### config.mk
export PLATFORM = sky130hd
export DESIGN_NAME = isa_io_target
export DESIGN_NICKNAME = d
export VERILOG_FILES = /design/src/rtl/isa_io_target.sv
export SDC_FILE = /design/constraint.sdc
export NUM_CORES = 1
export LEC_CHECK = 0
export BUFFER_PORTS_ARGS = -buffer_cell sky130_fd_sc_hd__buf_2
export CORE_MARGIN = 4
export CORE_UTILIZATION = 65
export DETAILED_ROUTE_END_ITERATION = 12
export PLACE_DENSITY_LB_ADDON = 0.25
export SYNTH_ARGS = -nofsm -noshare
export SYNTH_HDL_FRONTEND = slang
export SYNTH_SLANG_ARGS = --single-unit
### constraint.sdc
create_clock -name clk -period 5.5 [get_ports clk]
set_input_delay 0.55 -clock clk [delete_from_list [all_inputs] [get_ports clk]]
set_output_delay 0.55 -clock clk [all_outputs]
set_load 0.02 [all_outputs]
### src/rtl/isa_io_target.sv
// rtl/isa_io_target.sv - ISA I/O target: decoded register bank with strobe sync, iochrdy stretch and HPS access
module isa_io_target #(
    parameter logic [15:0] BASE_ADDR   = 16'h0220,
    parameter int          NUM_REGS    = 8,
    parameter int          WAIT_CYCLES = 2
) (
    input  logic                        clk,
    input  logic                        reset,
    input  logic [15:0]                 address_bus,
    input  logic [15:0]                 data_bus_in,
    input  logic                        iow,
    input  logic                        ior,
    output logic [15:0]                 data_bus_out,
    output logic                        data_oe,
    output logic                        iochrdy,
    input  logic                        hps_we,
    input  logic [$clog2(NUM_REGS)-1:0] hps_index,
    input  logic [15:0]                 hps_wdata,
    output logic [15:0]                 hps_rdata,
    output logic                        wr_event,
    output logic [$clog2(NUM_REGS)-1:0] wr_index,
    output logic                        strobe_err
);

    localparam int IW = $clog2(NUM_REGS);
    localparam int CW = (WAIT_CYCLES > 1) ? $clog2(WAIT_CYCLES) : 1;
    localparam logic [CW-1:0] CNT_LAST  = CW'((WAIT_CYCLES > 0) ? WAIT_CYCLES - 1 : 0);
    localparam logic [15:0]   LAST_ADDR = BASE_ADDR + 16'(NUM_REGS - 1);
    localparam logic          NO_WAIT   = (WAIT_CYCLES == 0);

    typedef enum logic [1:0] {IDLE, WAIT_W, WAIT_R, RELEASE} state_t;

    state_t          state_q, state_d;
    logic            iow_meta_q, s_iow_q, iow_prev_q;
    logic            ior_meta_q, s_ior_q, ior_prev_q;
    logic [CW-1:0]   cnt_q, cnt_d;
    logic [IW-1:0]   idx_q, idx_d;
    logic [15:0]     wdata_q, wdata_d;
    logic [15:0]     dout_q, dout_d;
    logic            oe_q, oe_d;
    logic            rdy_q, rdy_d;
    logic            wr_event_q, wr_event_d;
    logic [IW-1:0]   wr_index_q, wr_index_d;
    logic            err_q, err_d;
    logic [15:0]     hps_rdata_q;
    logic [15:0]     bank_q [NUM_REGS];

    logic            iow_fall, ior_fall, hit, commit;
    logic [15:0]     addr_off;
    logic [IW-1:0]   idx_in;

    assign iow_fall = iow_prev_q & ~s_iow_q;
    assign ior_fall = ior_prev_q & ~s_ior_q;
    assign hit      = (address_bus >= BASE_ADDR) && (address_bus <= LAST_ADDR);
    assign addr_off = address_bus - BASE_ADDR;
    assign idx_in   = addr_off[IW-1:0];

    // Strobes idle high, so synchronisers and edge history reset to 1.
    always_ff @(posedge clk or negedge reset) begin
        if (!reset) begin
            iow_meta_q <= 1'b1;
            s_iow_q    <= 1'b1;
            iow_prev_q <= 1'b1;
            ior_meta_q <= 1'b1;
            s_ior_q    <= 1'b1;
            ior_prev_q <= 1'b1;
        end else begin
            iow_meta_q <= iow;
            s_iow_q    <= iow_meta_q;
            iow_prev_q <= s_iow_q;
            ior_meta_q <= ior;
            s_ior_q    <= ior_meta_q;
            ior_prev_q <= s_ior_q;
        end
    end

    always_ff @(posedge clk or negedge reset) begin
        if (!reset) begin
            state_q    <= IDLE;
            cnt_q      <= '0;
            idx_q      <= '0;
            wdata_q    <= '0;
            dout_q     <= '0;
            oe_q       <= 1'b0;
            rdy_q      <= 1'b1;
            wr_event_q <= 1'b0;
            wr_index_q <= '0;
            err_q      <= 1'b0;
        end else begin
            state_q    <= state_d;
            cnt_q      <= cnt_d;
            idx_q      <= idx_d;
            wdata_q    <= wdata_d;
            dout_q     <= dout_d;
            oe_q       <= oe_d;
            rdy_q      <= rdy_d;
            wr_event_q <= wr_event_d;
            wr_index_q <= wr_index_d;
            err_q      <= err_d;
        end
    end

    always_comb begin
        state_d    = state_q;
        cnt_d      = cnt_q;
        idx_d      = idx_q;
        wdata_d    = wdata_q;
        dout_d     = dout_q;
        oe_d       = oe_q;
        rdy_d      = rdy_q;
        wr_event_d = 1'b0;
        wr_index_d = wr_index_q;
        err_d      = err_q;
        commit     = 1'b0;
        case (state_q)
            IDLE: begin
                if (!s_iow_q && !s_ior_q) begin
                    err_d = 1'b1;
                end else if (iow_fall && s_ior_q && hit) begin
                    idx_d   = idx_in;
                    wdata_d = data_bus_in;
                    cnt_d   = '0;
                    rdy_d   = NO_WAIT;
                    state_d = WAIT_W;
                end else if (ior_fall && s_iow_q && hit) begin
                    idx_d   = idx_in;
                    dout_d  = bank_q[idx_in];
                    oe_d    = 1'b1;
                    cnt_d   = '0;
                    rdy_d   = NO_WAIT;
                    state_d = WAIT_R;
                end
            end
            WAIT_W: begin
                if (NO_WAIT || cnt_q == CNT_LAST) begin
                    commit     = 1'b1;
                    wr_event_d = 1'b1;
                    wr_index_d = idx_q;
                    rdy_d      = 1'b1;
                    state_d    = RELEASE;
                end else begin
                    cnt_d = cnt_q + 1'b1;
                end
            end
            WAIT_R: begin
                if (NO_WAIT || cnt_q == CNT_LAST) begin
                    rdy_d   = 1'b1;
                    state_d = RELEASE;
                end else begin
                    cnt_d = cnt_q + 1'b1;
                end
            end
            RELEASE: begin
                // Wait for both strobes high so a held strobe cannot start a new cycle.
                if (s_iow_q && s_ior_q) begin
                    oe_d    = 1'b0;
                    dout_d  = '0;
                    state_d = IDLE;
                end
            end
            default: state_d = IDLE;
        endcase
    end

    // Bus commit has priority over an HPS preload to the same register.
    always_ff @(posedge clk or negedge reset) begin
        if (!reset) begin
            for (int i = 0; i < NUM_REGS; i++) begin
                bank_q[i] <= '0;
            end
            hps_rdata_q <= '0;
        end else begin
            if (hps_we && !(commit && hps_index == idx_q)) begin
                bank_q[hps_index] <= hps_wdata;
            end
            if (commit) begin
                bank_q[idx_q] <= wdata_q;
            end
            hps_rdata_q <= bank_q[hps_index];
        end
    end

    assign data_bus_out = dout_q;
    assign data_oe      = oe_q;
    assign iochrdy      = rdy_q;
    assign hps_rdata    = hps_rdata_q;
    assign wr_event     = wr_event_q;
    assign wr_index     = wr_index_q;
    assign strobe_err   = err_q;

endmodule
; Yosys cells after proc, flatten, opt, wreduce, memory -nomap -nowiden
; Index checks and enable logic that the tools add are counted.
[totals]
ff_bits = 195
in_bits = 56
output_inout_bits = 39
elab_cells = 120
[classes]
add_sub_neg = 2
n_lt_le_gt_ge = 7
n_eq_ne = 10
n_mux = 41
bitwise_logic = 8
n_reduce_logical = 27
[op_table]
columns = cell, count
row1 = 128-bit bitwise mux, 2
row2 = 128-bit two-way mux, 2
row3 = 16-bit two-way mux, 10
row4 = 16-bit binary-select mux with 3-bit select, 2
row5 = 16-bit demux with 3-bit select, 2
row6 = 16-bit one-hot mux with 2 select lines, 1
row7 = "16-bit by 10-bit greater-or-equal comparator with 1-bit output, second input constant", 1
row8 = "16-bit by 10-bit <= comparator with 1-bit output, second input constant", 1
row9 = "4-bit greater-or-equal comparator, second input constant", 3
row10 = 3-bit NOT with 4-bit output, 3
row11 = 1-bit logical AND, 11
row12 = 1-bit two-way mux, 11
row13 = 2-bit two-way mux, 5
row14 = 3-bit AND reduction, 3
row15 = "4-bit by 1-bit < comparator with 1-bit output, second input constant", 2
row16 = "2-bit != test, second input constant", 4
row17 = 4-bit AND reduction, 2
row18 = 3-bit two-way mux, 2
row19 = 1-bit one-hot mux with 2 select lines, 3
row20 = 2-bit one-hot mux with 3 select lines, 1
row21 = 2-bit nonzero test, 3
row22 = 5-bit AND reduction, 1
row23 = "2-bit == test, second input constant", 2
row24 = 2-bit AND reduction, 2
row25 = 11 further kinds, 16

; Logic depth before layout (Yosys ltp)
; Gate-level depths: netlist of run 1.
[logic_depth]
ltp_word = 9
ltp_mapped = 9

; Worst setup path after synthesis of run 1
; OpenSTA, ideal clock, no wires.
[synth_timing]
path_type = register -> register
startpoint = reg state_q[1]
endpoint = reg wdata_q[10]
setup_time_ns = 0.125
t_arrival_ns = 1.854
t_required_ns = 5.375
setup_slack_ns = 3.521
path_stages_with_launch = 8
n_path_buf = 1
cell_sequence = dfrtp_1 -> inv_1 -> ha_1 -> and4bb_2 -> nand4_4 -> nor3_4 -> buf_12 -> mux2_4
[synth_between]
elab_chain_cells = 2
[synth_rtl]
columns = item, line_no
row1 = from (decl), 33  ; state_t state_q, state_d;
row2 = from (signal assigned), 90  ; state_q <= state_d;
row3 = 2-bit zero test, 115  ; case (state_q)
row4 = 3-bit AND reduction (no line), --
row5 = to (signal assigned), 93  ; wdata_q <= wdata_d;
row6 = to (decl), 38  ; logic [15:0] wdata_q, wdata_d;
; Every way passes these cells.
; A chain may end at the register's enable or synchronous reset.

; Final worst setup path of run 1
[layout_timing]
startpoint = in hps_index[2]
endpoint = reg bank_q[48] (netlist name)
[layout_between]
elab_chain_cells = 9
elab_cells_between_ends = 14
classes_between = order compare: 2 / eq/ne: 1 / mux: 6 / bitwise: 1 / reduce/logical: 4
[layout_rtl]
columns = item, line_no
row1 = from (decl), 17  ; input logic [$clog2(NUM_REGS)-1:0] hps_index,
row2 = 3-bit NOT with 4-bit output (not written as such), 174  ; bank_q[hps_index] <= hps_wdata;
row3 = 4-bit greater-or-equal comparator (not written as such) or 4-bit by 1-bit < comparator with 1-bit output (tied branches), 174
row4 = 1-bit logical AND (not written as such), 174
row5 = 16-bit two-way mux (not written as such), 174
row6 = 16-bit demux with 3-bit select, 174
row7 = 128-bit bitwise mux, 174
row8 = 128-bit two-way mux (*), 173  ; if (hps_we && !(commit && hps_index == idx_q)) begin
row9 = 128-bit bitwise mux, 177  ; bank_q[idx_q] <= wdata_q;
row10 = 128-bit two-way mux (*), 176  ; if (commit) begin
row11 = "to (signal, indexed assignment)", 174
row12 = "to (signal, indexed assignment)", 177
row13 = to (decl), 46  ; logic [15:0] bank_q [NUM_REGS];
; Every way passes the cells marked *; elsewhere a longest branch is shown, timed or not.

==> results of run 1 <==
## worst max-delay path: stages
cell and delay, ns:
buf_2 0.70, xnor2_1 0.32, a41oi_4 0.85, and2_1 0.95, o211ai_1 0.24
## path summary, 6_finish.rpt
| kind | start | endpoint | slack, ns | cells past startpoint |
|---|---|---|---|---|
| worst max-delay path | hps_index[2] | bank_q[48] | 2.13 | 5 |
| worst min-delay path | iow | iow_meta_q | 0.21 | 1 |
| worst max register to register | state_q[0] | bank_q[48] | 2.45 | 6 |
| worst min register to register | ior_meta_q | s_ior_q | 0.36 | 0 |
| max in group asynchronous | reset | hps_rdata[11] | 4.01 | 2 |
| min in group asynchronous | reset | wdata_q[1] | 0.22 | 1 |
## per-stage QoR
stage	setup slack, ns	instances
4_1_cts	2.26	1286
6_report	2.13	1286
3_5_place_dp	1.81	1254
3_3_place_gp	1.93	1254
2_1_floorplan	3.52	1054
5_1_grt	2.04	1286
## power by group through the flow
stage          registers [µW]  clock network [µW]  logic [µW]
3_5_place_dp             2070                   0        1250
4_1_cts                  2040                1430        1260
3_3_place_gp             2050                   0        1220
6_report                 2070                1440        1270
2_1_floorplan            2050                   0         831
5_1_grt                  2100                1500        1370
## placed cells by master (no fill, tap or decap), types with 2 or more instances in the layout
master	synthesis	layout
mux2_4	19	19
clkbuf_16	0	17
a41oi_4	0	2
buf_2	35	93
nor2_1	5	4
nand2_1	266	266
nand3_1	130	130
o21ai_0	2	2
mux4_2	64	64
dfrtp_1	188	188
a22o_1	16	16
xnor2_1	3	3
and3b_1	3	3
nand4_1	2	2
ha_1	4	4
inv_6	0	4
clkinv_2	0	3
and2_1	14	14
o22ai_1	2	2
dfstp_2	7	7
inv_1	6	6
nor2b_1	4	4
o211ai_1	119	119
and3_1	4	4
buf_4	3	14
o211ai_2	10	10
bufinv_16	0	6
mux2_2	34	34
## state kept, by name, summed over array words and instances, names as in the netlist, 2 cells and up
signal        flops
bank_q          128
data_bus_out     16
hps_rdata        16
wdata_q          16
idx_q             3
wr_index          3
state_q           2
## final cells by class
class	instances	area share, %
Timing Repair Buffer	108	4.88
Clock inverter	15	2.08
Sequential cell	195	40.9
Clock buffer	17	3.56
Inverter	6	0.188
Multi-Input combinational cell	725	46.1
Tap cell	220	2.30
## logic make-up (layout without fill, tap and decap cells)
kind of cell | after synthesis | in the layout | share of synthesized area (%)
compound gates | 161 | 161 | 11.8
fa+ha+maj | 4 | 4 | 0.452
mux | 119 | 119 | 19.3
simple gates | 438 | 438 | 17.9
flops | 195 | 195 | 44.2
buf+inv | 134 | 146 | 6.21
xor+xnor | 3 | 3 | 0.238
## metal layers
metal	vias to the layer above	routed length, µm
li1	3797	-
met1	4443	12200
met2	775	14000
met3	90	5350
met4	0	807
met5	-	0
==> results by group, run 1 <==
Clock network
  – Post-CTS Setup Bufs: 0
  – H-tree depth: 4
  – CTS Buffer Depth: 2
  – CTS tree: yes
  – CTS Buf Count: 17
  – Cts-stage hold buffer count: 0
  – CTS root buffer: clkbuf_16
  – Reg clk slew, reported paths: around 0.070 ns
  – Clk sinks: approximately 200
  – Cts repair resizes: 0
  – Clk Latency, worst-skew pair: 0.45 ns

Setup path
  – WP data arrival: 3.64 ns
  – Crit Path Max Fanout: 35
  – Worst EP required: 5.77 ns
  – CP Launch Type: input pin
  – CP Capture Type: flip-flop
  – Crit Path Category: in -> reg

Power
  – Int Pwr: 3230 µW
  – Clk pwr share: 30.0%
  – Total power: between 4000 and 5000 µW
  – Net Switching: 1550 µW
  – Part of the power in registers: 43.3%
  – Lkg Pwr: 0.00501 µW
  – PD cells: between 300 and 400 nW/µm²
  – Switching share of power: 32.4%
  – Peak VDD IR: 0.000248 V
  – Part of the power in combinational logic: 26.7%

STA
  – Final slew viol count: 0
  – RSZ-0062 raised after global routing: false
  – Setup TNS: 0 ns
  – Post-layout min period: 3.37 ns
  – Count of final setup violators: 0
  – Hold slack: about 0.21 ns
  – Final Cycle Share: 61.3%
  – Worst Clk Skew: 0.00875 ns
  – Fmax: 297 MHz
  – Slew HR: 25.2%
  – Fin. Hold Viols: 0
  – Transition time of the tightest slew-check pin: approximately 1.1 ns

Placement
  – Gpl congestion: 0.931
  – PortBufs: 94
  – Placed Area: roughly 11000 µm²
  – DP Wirelength: around 21000 µm

Global routing
  – Initial antenna violation count: 1
  – Vias in the first global route: 8764
  – Met2 Track Usage GR: 49.4%
  – First-pass GRT wire length: 51500 µm
  – Largest net degree at the start of global routing: 110
  – GRT Util Overall: 34.2%
  – GR met1 Demand/Resource: 48.5%
  – Layer with the highest usage: met2
  – Global route overflow: 0
  – GR Layer Usage met3: around 14%

Die
  – Initial core utilization: 66.5%
  – I/O Pins: between 90 and 100
  – Core area: 16600 µm²
  – Die Area: around 19000 µm²
  – Die Span Y: 138 µm
  – Site Rows: 47
  – Die width: 138 µm

Synthesis
  – Post-synth EDFFs: 0
  – Yosys cell types: 50
  – Cell area after synthesis: between 10000 and 15000 µm²
  – Gate Count Post-Synth: 1054
  – Async SR Flop Fraction: 100%
  – Cell taking the most area after synthesis: dfrtp_1
  – Synthesis-stage register bit count: 195
  – Synth top area share: 42.5%
  – Post-Syn Nets: around 1100
  – Sequential-to-total area share from yosys stat: between 40% and 50%
  – Mean Syn Cell Area: approximately 10 µm²
  – Main area contributors after synthesis: dfrtp_1 43%, mux4_2 13%, nand2_1 9.0%, o211ai_1 8.1%, nand3_1 5.9%
  – Yosys warns: 0
  – Top-count cell post-synth: nand2_1
  – Primary FF master, synth: dfrtp_1
  – Commonest cells post-synth: 266 x nand2_1, 188 x dfrtp_1, 130 x nand3_1

Final layout
  – Antenna cells: 0
  – Layout cells sized above 1: 26.9%
  – NumNets Final: 1113
  – Post-route cell area: 12000 µm²
  – Util after Layout: 71.9%
  – Fillcell total: ~1200
  – Area of the multi-input gates: 5520 µm²
  – Syn-to-layout area delta: 8.13%
  – FF+latch area: ~4900 µm²

Drt
  – Vias per cell: 7.08
  – DR pass1 iterations: 5
  – DRC violations left: 0
  – DRT iter0 DRCs: 1123
  – Detailed Route WL: 32300 µm
  – Antenna Nets Post-Route: 0
  – Routed len/inst: roughly 25 µm
  – Vias: approximately 9100

Run
  – Max Cap Viol: 0

Status
  – Status: complete, no violations

Hold path
  – HP Class: in -> reg
(Power assumes the default switching activity.)
==> run 2, diff against run 1 <==
--- a/config.mk
+++ b/config.mk
@@ -5,9 +5,10 @@
 export SDC_FILE = /design/constraint.sdc
 export NUM_CORES = 1
 export LEC_CHECK = 0
+export ABC_AREA = 1
 export BUFFER_PORTS_ARGS = -buffer_cell sky130_fd_sc_hd__buf_2
 export CORE_MARGIN = 4
-export CORE_UTILIZATION = 65
+export CORE_UTILIZATION = 61
 export DETAILED_ROUTE_END_ITERATION = 12
 export PLACE_DENSITY_LB_ADDON = 0.25
 export SYNTH_ARGS = -nofsm -noshare
==> constraint.sdc (replaced) <==
create_clock -name clk -period 3.3 [get_ports clk]
set_input_delay 0.33 -clock clk [delete_from_list [all_inputs] [get_ports clk]]
set_output_delay 0.33 -clock clk [all_outputs]
set_load 0.02 [all_outputs]
==> results by group, run 2 <==
Drt
  – Vias: 13006 (+43%)
  – DR pass1 iterations: 6 (+1)
  – Detailed Route WL: 40000 µm (+24%)
  – DRT iter0 DRCs: 1940 (+73%)
  – Antenna Nets Post-Route: 0 (unchanged)
  – Routed len/inst: 18.3 µm (-27%)
  – Vias per cell: 5.95 (-16%)
  – DRC violations left: 0 (unchanged)

Synthesis
  – Commonest cells post-synth: 578 x nand2_1, 366 x o21ai_0, 235 x inv_1
  – Yosys cell types: 25 (-50%)
  – Primary FF master, synth: dfrtp_1
  – Synth top area share: 38.5% (-4.0 points)
  – Gate Count Post-Synth: 1873 (+78%)
  – Cell taking the most area after synthesis: dfrtp_1
  – Yosys warns: 0 (unchanged)
  – Cell area after synthesis: 12200 µm² (+10%)
  – Async SR Flop Fraction: 100% (unchanged)
  – Synthesis-stage register bit count: 195 (unchanged)
  – Post-synth EDFFs: 0 (unchanged)
  – Top-count cell post-synth: nand2_1
  – Post-Syn Nets: 1933 (+74%)
  – Mean Syn Cell Area: 6.52 µm² (-38%)
  – Sequential-to-total area share from yosys stat: 40.0% (-4.1 points)
  – Main area contributors after synthesis: dfrtp_1 39%, nand2_1 18%, o21ai_0 15%, inv_1 7.2%, nand3_1 5.9%

Power
  – Lkg Pwr: 0.00726 µW (+45%)
  – Peak VDD IR: 0.000472 V (+90%)
  – Part of the power in combinational logic: 32.4% (+5.7 points)
  – Switching share of power: 38.3% (+5.9 points)
  – Clk pwr share: 25.7% (-4.3 points)
  – Int Pwr: 4910 µW (+52%)
  – Net Switching: 3050 µW (+97%)
  – PD cells: 591 nW/µm² (+48%)
  – Part of the power in registers: 41.9% (-1.4 points)

Placement
  – PortBufs: 94 (unchanged)
  – Place WS: 0.642 ns (-1.17 ns)
  – Gpl congestion: 0.934 (+0.26%)
  – DP Wirelength: 26000 µm (+21%)
  – Placed Area: 12900 µm² (+14%)
  – Placed Cells incl. Taps: 2151 (+72%)

Setup path
  – CP bufs+invs: 5 (+4)
  – Worst reg-to-reg setup slack: 0.70 ns (-1.75 ns)
  – Delay-heaviest family, CP: simple AND/OR/NAND/NOR gates
  – Crit Path Category: reg -> reg
  – Crit Path Max Fanout: 49 (+40%)
  – CP Launch Type: flip-flop
  – CP most frequent cell: nand2_1
  – Depth of the most critical reg-to-reg path: 14 (+8)
  – Slowest stage delay, CP: 0.50 ns (-0.45 ns)
  – Worst R2R End: bank_q[3]
  – CP Capture Type: flip-flop
  – Worst Setup SP: state_q[1]
  – Setup crit end: bank_q[3]
  – WP data arrival: 2.98 ns (-0.66 ns)
  – Worst EP required: 3.68 ns (-2.09 ns)
  – Critical path depth: 14 (+9)
  – Cell Chain, Critical Path: inv_1 -> ha_1 -> nand2_1 -> inv_1 -> nand2_1 -> nor2_1 -> nand2_1 -> nand2_4 -> inv_2 -> buf_4 -> nand2_1 -> nand3_1 -> o21ai_0 -> inv_1
  – Slowest stage cell, crit path: buf_4
  – Reg2Reg Launch Point: state_q[1]

STA
  – Post-layout min period: between 2 and 3 ns
  – Setup slack after layout: 0.705 ns (-1.42 ns)
  – Final Cycle Share: 78.6%
  – Final slew viol count: 0 (unchanged)
  – Slew HR: 41.8% (+17 points)
  – Worst Clk Skew: 0.00983 ns (+0.00107 ns)
  – Count of final setup violators: 0 (unchanged)
  – Fmax: 385 MHz
  – RSZ-0062 raised after global routing: false
  – Setup TNS: 0 ns (unchanged)
  – Transition time of the tightest slew-check pin: 0.872 ns (-0.247 ns)
  – Fin. Hold Viols: 0 (unchanged)

Clock network
  – Clk sinks: 195 (unchanged)
  – H-tree depth: 4 (unchanged)
  – CTS Buf Count: 17 (unchanged)
  – CTS tree: yes
  – CTS Buffer Depth: 2 (unchanged)
  – Clk Latency, worst-skew pair: 0.44 ns (about the same)
  – CTS root buffer: clkbuf_16
  – Reg clk slew, reported paths: 0.07 ns (about the same)
  – Post-CTS Setup Bufs: 0 (unchanged)

Final layout
  – Syn-to-layout area delta: 10.4%
  – NumNets Final: 1968 (+77%)
  – Non-Filler Instances: 2185 (+70%)
  – Most flops, register: bank_q
  – Commonest non-fill, non-tap cells in the layout: 578 x nand2_1, 366 x o21ai_0, 234 x inv_1
  – Antenna cells: 0 (unchanged)
  – Post-route cell area: 13500 µm² (+13%)
  – Commonest non-fill, non-tap cell in the layout: nand2_1
  – Largest register FFs: 128 (unchanged)
  – Fillcell total: 1707 (+47%)
  – Layout cells sized above 1: 9.32% (-18 points)

Global routing
  – Initial antenna violation count: 0 (-1)
  – GRT Util Overall: 36.0% (+1.8 points)
  – Largest net degree at the start of global routing: 92 (-16%)
  – First-pass GRT wire length: 63100 µm (+23%)
  – Global route overflow: 0 (unchanged)
  – Vias in the first global route: 11862 (+35%)

Status
  – Status: complete, no violations

Die
  – Die Span Y: 149 µm (+8.0%)
  – Initial core utilization: 62.3% (-4.2 points)
  – Site Rows: 51 (+8.5%)
  – I/O Pins: 95 (unchanged)
  – Die width: 149 µm (+8.0%)
  – Die Area: 22300 µm² (+17%)
  – Core area: 19600 µm² (+18%)

Hold path
  – HP Class: in -> reg

Run
  – Max Cap Viol: 0 (unchanged)
-- run 2: cell count changes after synthesis, moves of 17 or more --
cell      before  now
a21oi_1        1   27
clkbuf_1      58   75
inv_1          6  235
mux2_2        34    0
mux2_4        19    0
mux4_2        64    0
nand2_1      266  578
nor2_1         5  117
o211ai_1     119   32
o21ai_0        2  366
o21ai_1        0   21
-- run 2: area by class of cell --
class	instances	area, µm²	area share (%)
Timing Repair Buffer	137	885	6.56
Sequential cell	195	4890	36.2
Inverter	239	897	6.65
Tap cell	265	332	2.46
Clock inverter	11	105	0.779
Multi-Input combinational cell	1318	5920	43.9
Clock buffer	20	457	3.39
-- run 2: kinds of logic after synthesis --
kind of cell               Yosys count  synth area share, %
DFF                                195                 40.0
adders and majority gates            4                0.410
muxes                                1               0.0820
and+or+nand+nor                    850                 27.8
buffers and inverters              360                 11.5
AOI/OAI and AO/OA                  463                 20.1
-- run 2: repair_timing --
item | CTS | global route
endpoints found under the hold margin | 20 | 0
gates resized for setup | 0 | 0
hold buffers | 3 | 0
-- run 2: power by group through the flow --
stage	Sequential (µW)	Combinational, µW	Clock [µW]
floorplan	3430	1680	0
global placement	3340	2430	0
detailed placement	3370	2520	0
CTS	3330	2550	2050
global route	3400	2940	2150
finish	3340	2580	2050
-- run 2: worst min path at each step --
stage / start / end / slack [ns] / depth (start not counted)
after floorplan: reset / bank_q[0] / 0.03 / 0
after global placement: iow_meta_q / s_iow_q / 0.35 / 0
after detailed placement: ior_meta_q / s_ior_q / 0.35 / 0
after CTS: data_bus_in[5] / wdata_q[5] / 0.12 / 3
after global routing: data_bus_in[13] / wdata_q[13] / 0.13 / 3
final: data_bus_in[13] / wdata_q[13] / 0.13 / 3
-- run 2: worst register-to-register path, stage by stage (launching register included) --
cell	delay, ns
dfrtp_1	0.37
inv_1	0.08
ha_1	0.18
nand2_1	0.20
inv_1	0.09
nand2_1	0.07
nor2_1	0.04
nand2_1	0.19
nand2_4	0.26
inv_2	0.16
buf_4	0.50
nand2_1	0.14
nand3_1	0.11
o21ai_0	0.08
inv_1	0.07
-- run 2: stage by stage --
stage | total power, µW | utilization, % | hold WS, ns
after detailed placement | 5890 | 65.8 | 0.347
after CTS | 7930 | 68.8 | 0.124
after global routing | 8490 | 68.8 | 0.130
final | 7960 | 68.8 | 0.127
after global placement | 5780 | 65.8 | 0.346
after floorplan | 5110 | - | 0.0344
-- run 2: per-layer routing --
metal / GRT usage, % / vias to the layer above / wire (µm)
met5: 0 / - / 0
met2: 54.0 / 878 / 17300
met3: 9.02 / 148 / 5430
met1: 49.6 / 5925 / 15500
met4: 16.2 / 0 / 1800
li1: - / 6055 / -
==> run 3, diff against run 2 <==
==> constraint.sdc (replaced) <==
create_clock -name clk -period 2.7 [get_ports clk]
set_input_delay 0.27 -clock clk [delete_from_list [all_inputs] [get_ports clk]]
set_output_delay 0.27 -clock clk [all_outputs]
set_load 0.02 [all_outputs]
==> results by group, run 3 (synthesis results as in run 2) <==
STA
  – Fmax: 404 MHz (+4.8%)
  – Final Cycle Share: 91.7% (+13 points)
  – Setup slack after layout: 0.224 ns (-0.480 ns)
  – Setup TNS: 0 ns (unchanged)
  – RSZ-0062 raised after global routing: false
  – Worst Clk Skew: 0.00923 ns (-0.000597 ns)
  – Slew HR: 32.5% (-9.2 points)
  – Count of final setup violators: 0 (unchanged)
  – Post-layout min period: 2.48 ns (-0.120 ns)
  – Fin. Hold Viols: 0 (unchanged)
  – Transition time of the tightest slew-check pin: 1.01 ns (+0.138 ns)
  – Final slew viol count: 0 (unchanged)

Status
  – Status: complete, no violations

Die
  – Core area: 19600 µm² (unchanged)
  – I/O Pins: 95 (unchanged)
  – Die Span Y: 149 µm (unchanged)
  – Die width: 149 µm (unchanged)
  – Die Area: 22300 µm² (unchanged)
  – Initial core utilization: 62.3% (unchanged)
  – Site Rows: 51 (unchanged)

Global routing
  – Global route overflow: 0 (unchanged)
  – Vias in the first global route: 12205 (+2.9%)
  – GRT Util Overall: 37.0% (+0.99 points)
  – First-pass GRT wire length: 64800 µm (+2.6%)
  – Largest net degree at the start of global routing: 98 (+6.5%)
  – Initial antenna violation count: 0 (unchanged)

Final layout
  – Syn-to-layout area delta: 11.0%
  – Largest register FFs: 128 (unchanged)
  – Fillcell total: 1727 (+1.2%)
  – Commonest non-fill, non-tap cells in the layout: 578 x nand2_1, 366 x o21ai_0, 234 x inv_1
  – Commonest non-fill, non-tap cell in the layout: nand2_1
  – Antenna cells: 0 (unchanged)
  – Layout cells sized above 1: 9.54% (+0.22 points)
  – Post-route cell area: 13600 µm² (+0.51%)
  – Most flops, register: bank_q
  – NumNets Final: 1975 (+0.36%)
  – Util after Layout: 69.2% (+0.35 points)

Setup path
  – CP bufs+invs: 4 (-1)
  – Cell Chain, Critical Path: inv_1 -> ha_1 -> nand2_1 -> inv_1 -> nand2_1 -> nor2_1 -> nand2_1 -> nand2_4 -> buf_12 -> nand2_1 -> nand3_1 -> o21ai_0 -> inv_1
  – Crit Path Category: reg -> reg
  – CP most frequent cell: nand2_1
  – Worst EP required: 3.08 ns (-0.60 ns)
  – CP Launch Type: flip-flop
  – Crit Path Max Fanout: 97 (+98%)
  – Delay-heaviest family, CP: simple AND/OR/NAND/NOR gates
  – Slowest stage delay, CP: 0.40 ns (-0.10 ns)
  – Slowest stage cell, crit path: dfrtp_1
  – WP data arrival: 2.86 ns (-0.12 ns)
  – CP Capture Type: flip-flop

Clock network
  – Clk sinks: 195 (unchanged)
  – H-tree depth: 4 (unchanged)
  – Reg clk slew, reported paths: 0.07 ns (about the same)
  – CTS Buffer Depth: 2 (unchanged)
  – CTS Buf Count: 17 (unchanged)
  – Post-CTS Setup Bufs: 0 (unchanged)
  – CTS tree: yes
  – CTS root buffer: clkbuf_16
  – Clk Latency, worst-skew pair: 0.44 ns (about the same)

Drt
  – DRT iter0 DRCs: 1821 (-6.1%)
  – Vias: 13088 (+0.63%)
  – DRC violations left: 0 (unchanged)
  – Vias per cell: 5.97 (+0.26%)
  – M1 WL: 15400 µm (-0.65%)
  – Routed wl met3: 5330 µm (-1.9%)
  – DR pass1 iterations: 6 (unchanged)
  – DR top layer: met4
  – Detailed Route WL: 40300 µm (+0.67%)
  – Antenna Nets Post-Route: 0 (unchanged)
  – Routed len/inst: 18.4 µm (+0.30%)
  – Metal2 WL: 17500 µm (+0.91%)

Power
  – PD cells: 724 nW/µm² (+23%)
  – Peak VDD IR: 0.000490 V (+3.7%)
  – Lkg Pwr: 0.00730 µW (+0.53%)
  – Switching share of power: 37.8% (-0.51 points)
  – Part of the power in registers: 41.5% (-0.4 points)
  – Net Switching: 3710 µW (+22%)
  – Clk pwr share: 26.0% (+0.3 points)
  – Part of the power in combinational logic: 32.6% (+0.2 points)
  – Int Pwr: 6100 µW (+24%)

Placement
  – Place WS: 0.209 ns (-0.433 ns)
  – Placed Area: 12900 µm² (+0.41%)
  – Gpl congestion: 0.903 (-3.3%)
  – PortBufs: 94 (unchanged)
  – DP Wirelength: 25400 µm (-2.1%)

Run
  – Max Cap Viol: 0 (unchanged)

Hold path
  – HP Class: in -> reg
run 3: final cells by class:
cell class | instances | area (µm²) | share of cell area [%]
Tap cell | 265 | 332 | 2.45
Inverter | 239 | 897 | 6.62
Sequential cell | 195 | 4890 | 36.1
Multi-Input combinational cell | 1318 | 5920 | 43.7
Clock buffer | 23 | 468 | 3.45
Clock inverter | 9 | 106 | 0.785
Timing Repair Buffer | 144 | 941 | 6.94
run 3: what timing repair did:
item | 4_1_cts | 5_1_grt
gates resized for setup | 0 | 1
endpoints found under the setup margin | 0 | 29
hold buffers | 3 | 0
hold endpoints to repair | 48 | 0
run 3: path summary, 6_finish.rpt:
path,from,end,slack [ns],cells after the start
setup / recovery,state_q[1],bank_q[94],0.22,13
min in group asynchronous,reset,bank_q[3],0.33,2
max in group asynchronous,reset,bank_q[88],1.57,3
hold / removal,data_bus_in[15],wdata_q[15],0.07,3
hold reg to reg,ior_meta_q,s_ior_q,0.36,0
setup reg to reg,state_q[1],bank_q[94],0.22,13
run 3: per-stage QoR:
stage	hold WS, ns	total power (µW)	std cells
final	0.0660	9810	2193
after global routing	0.0769	10500	2193
after floorplan	-0.0256	6250	1873
after global placement	0.242	7060	2158
after CTS	0.0651	9760	2193
after detailed placement	0.242	7210	2158
run 3: worst register-to-register path: stages (launching register included):
cell,delay [ns]
dfrtp_1,0.40
inv_1,0.11
ha_1,0.16
nand2_1,0.15
inv_1,0.12
nand2_1,0.05
nor2_1,0.08
nand2_1,0.16
nand2_4,0.25
buf_12,0.39
nand2_1,0.21
nand3_1,0.13
o21ai_0,0.11
inv_1,0.09
run 3: routing by layer:
| metal | vias up | track usage, % |
|---|---|---|
| met5 | - | 0 |
| met4 | 0 | 18.0 |
| met3 | 167 | 8.36 |
| met2 | 965 | 55.9 |
| met1 | 5887 | 50.7 |
| li1 | 6069 | - |
run 3: power by group through the flow:
stage	sequential [µW]	combinational (µW)	clock [µW]
floorplan	4200	2050	0
global placement	4070	2990	0
detailed placement	4100	3110	0
CTS	4050	3150	2550
global route	4150	3650	2700
finish	4070	3200	2550
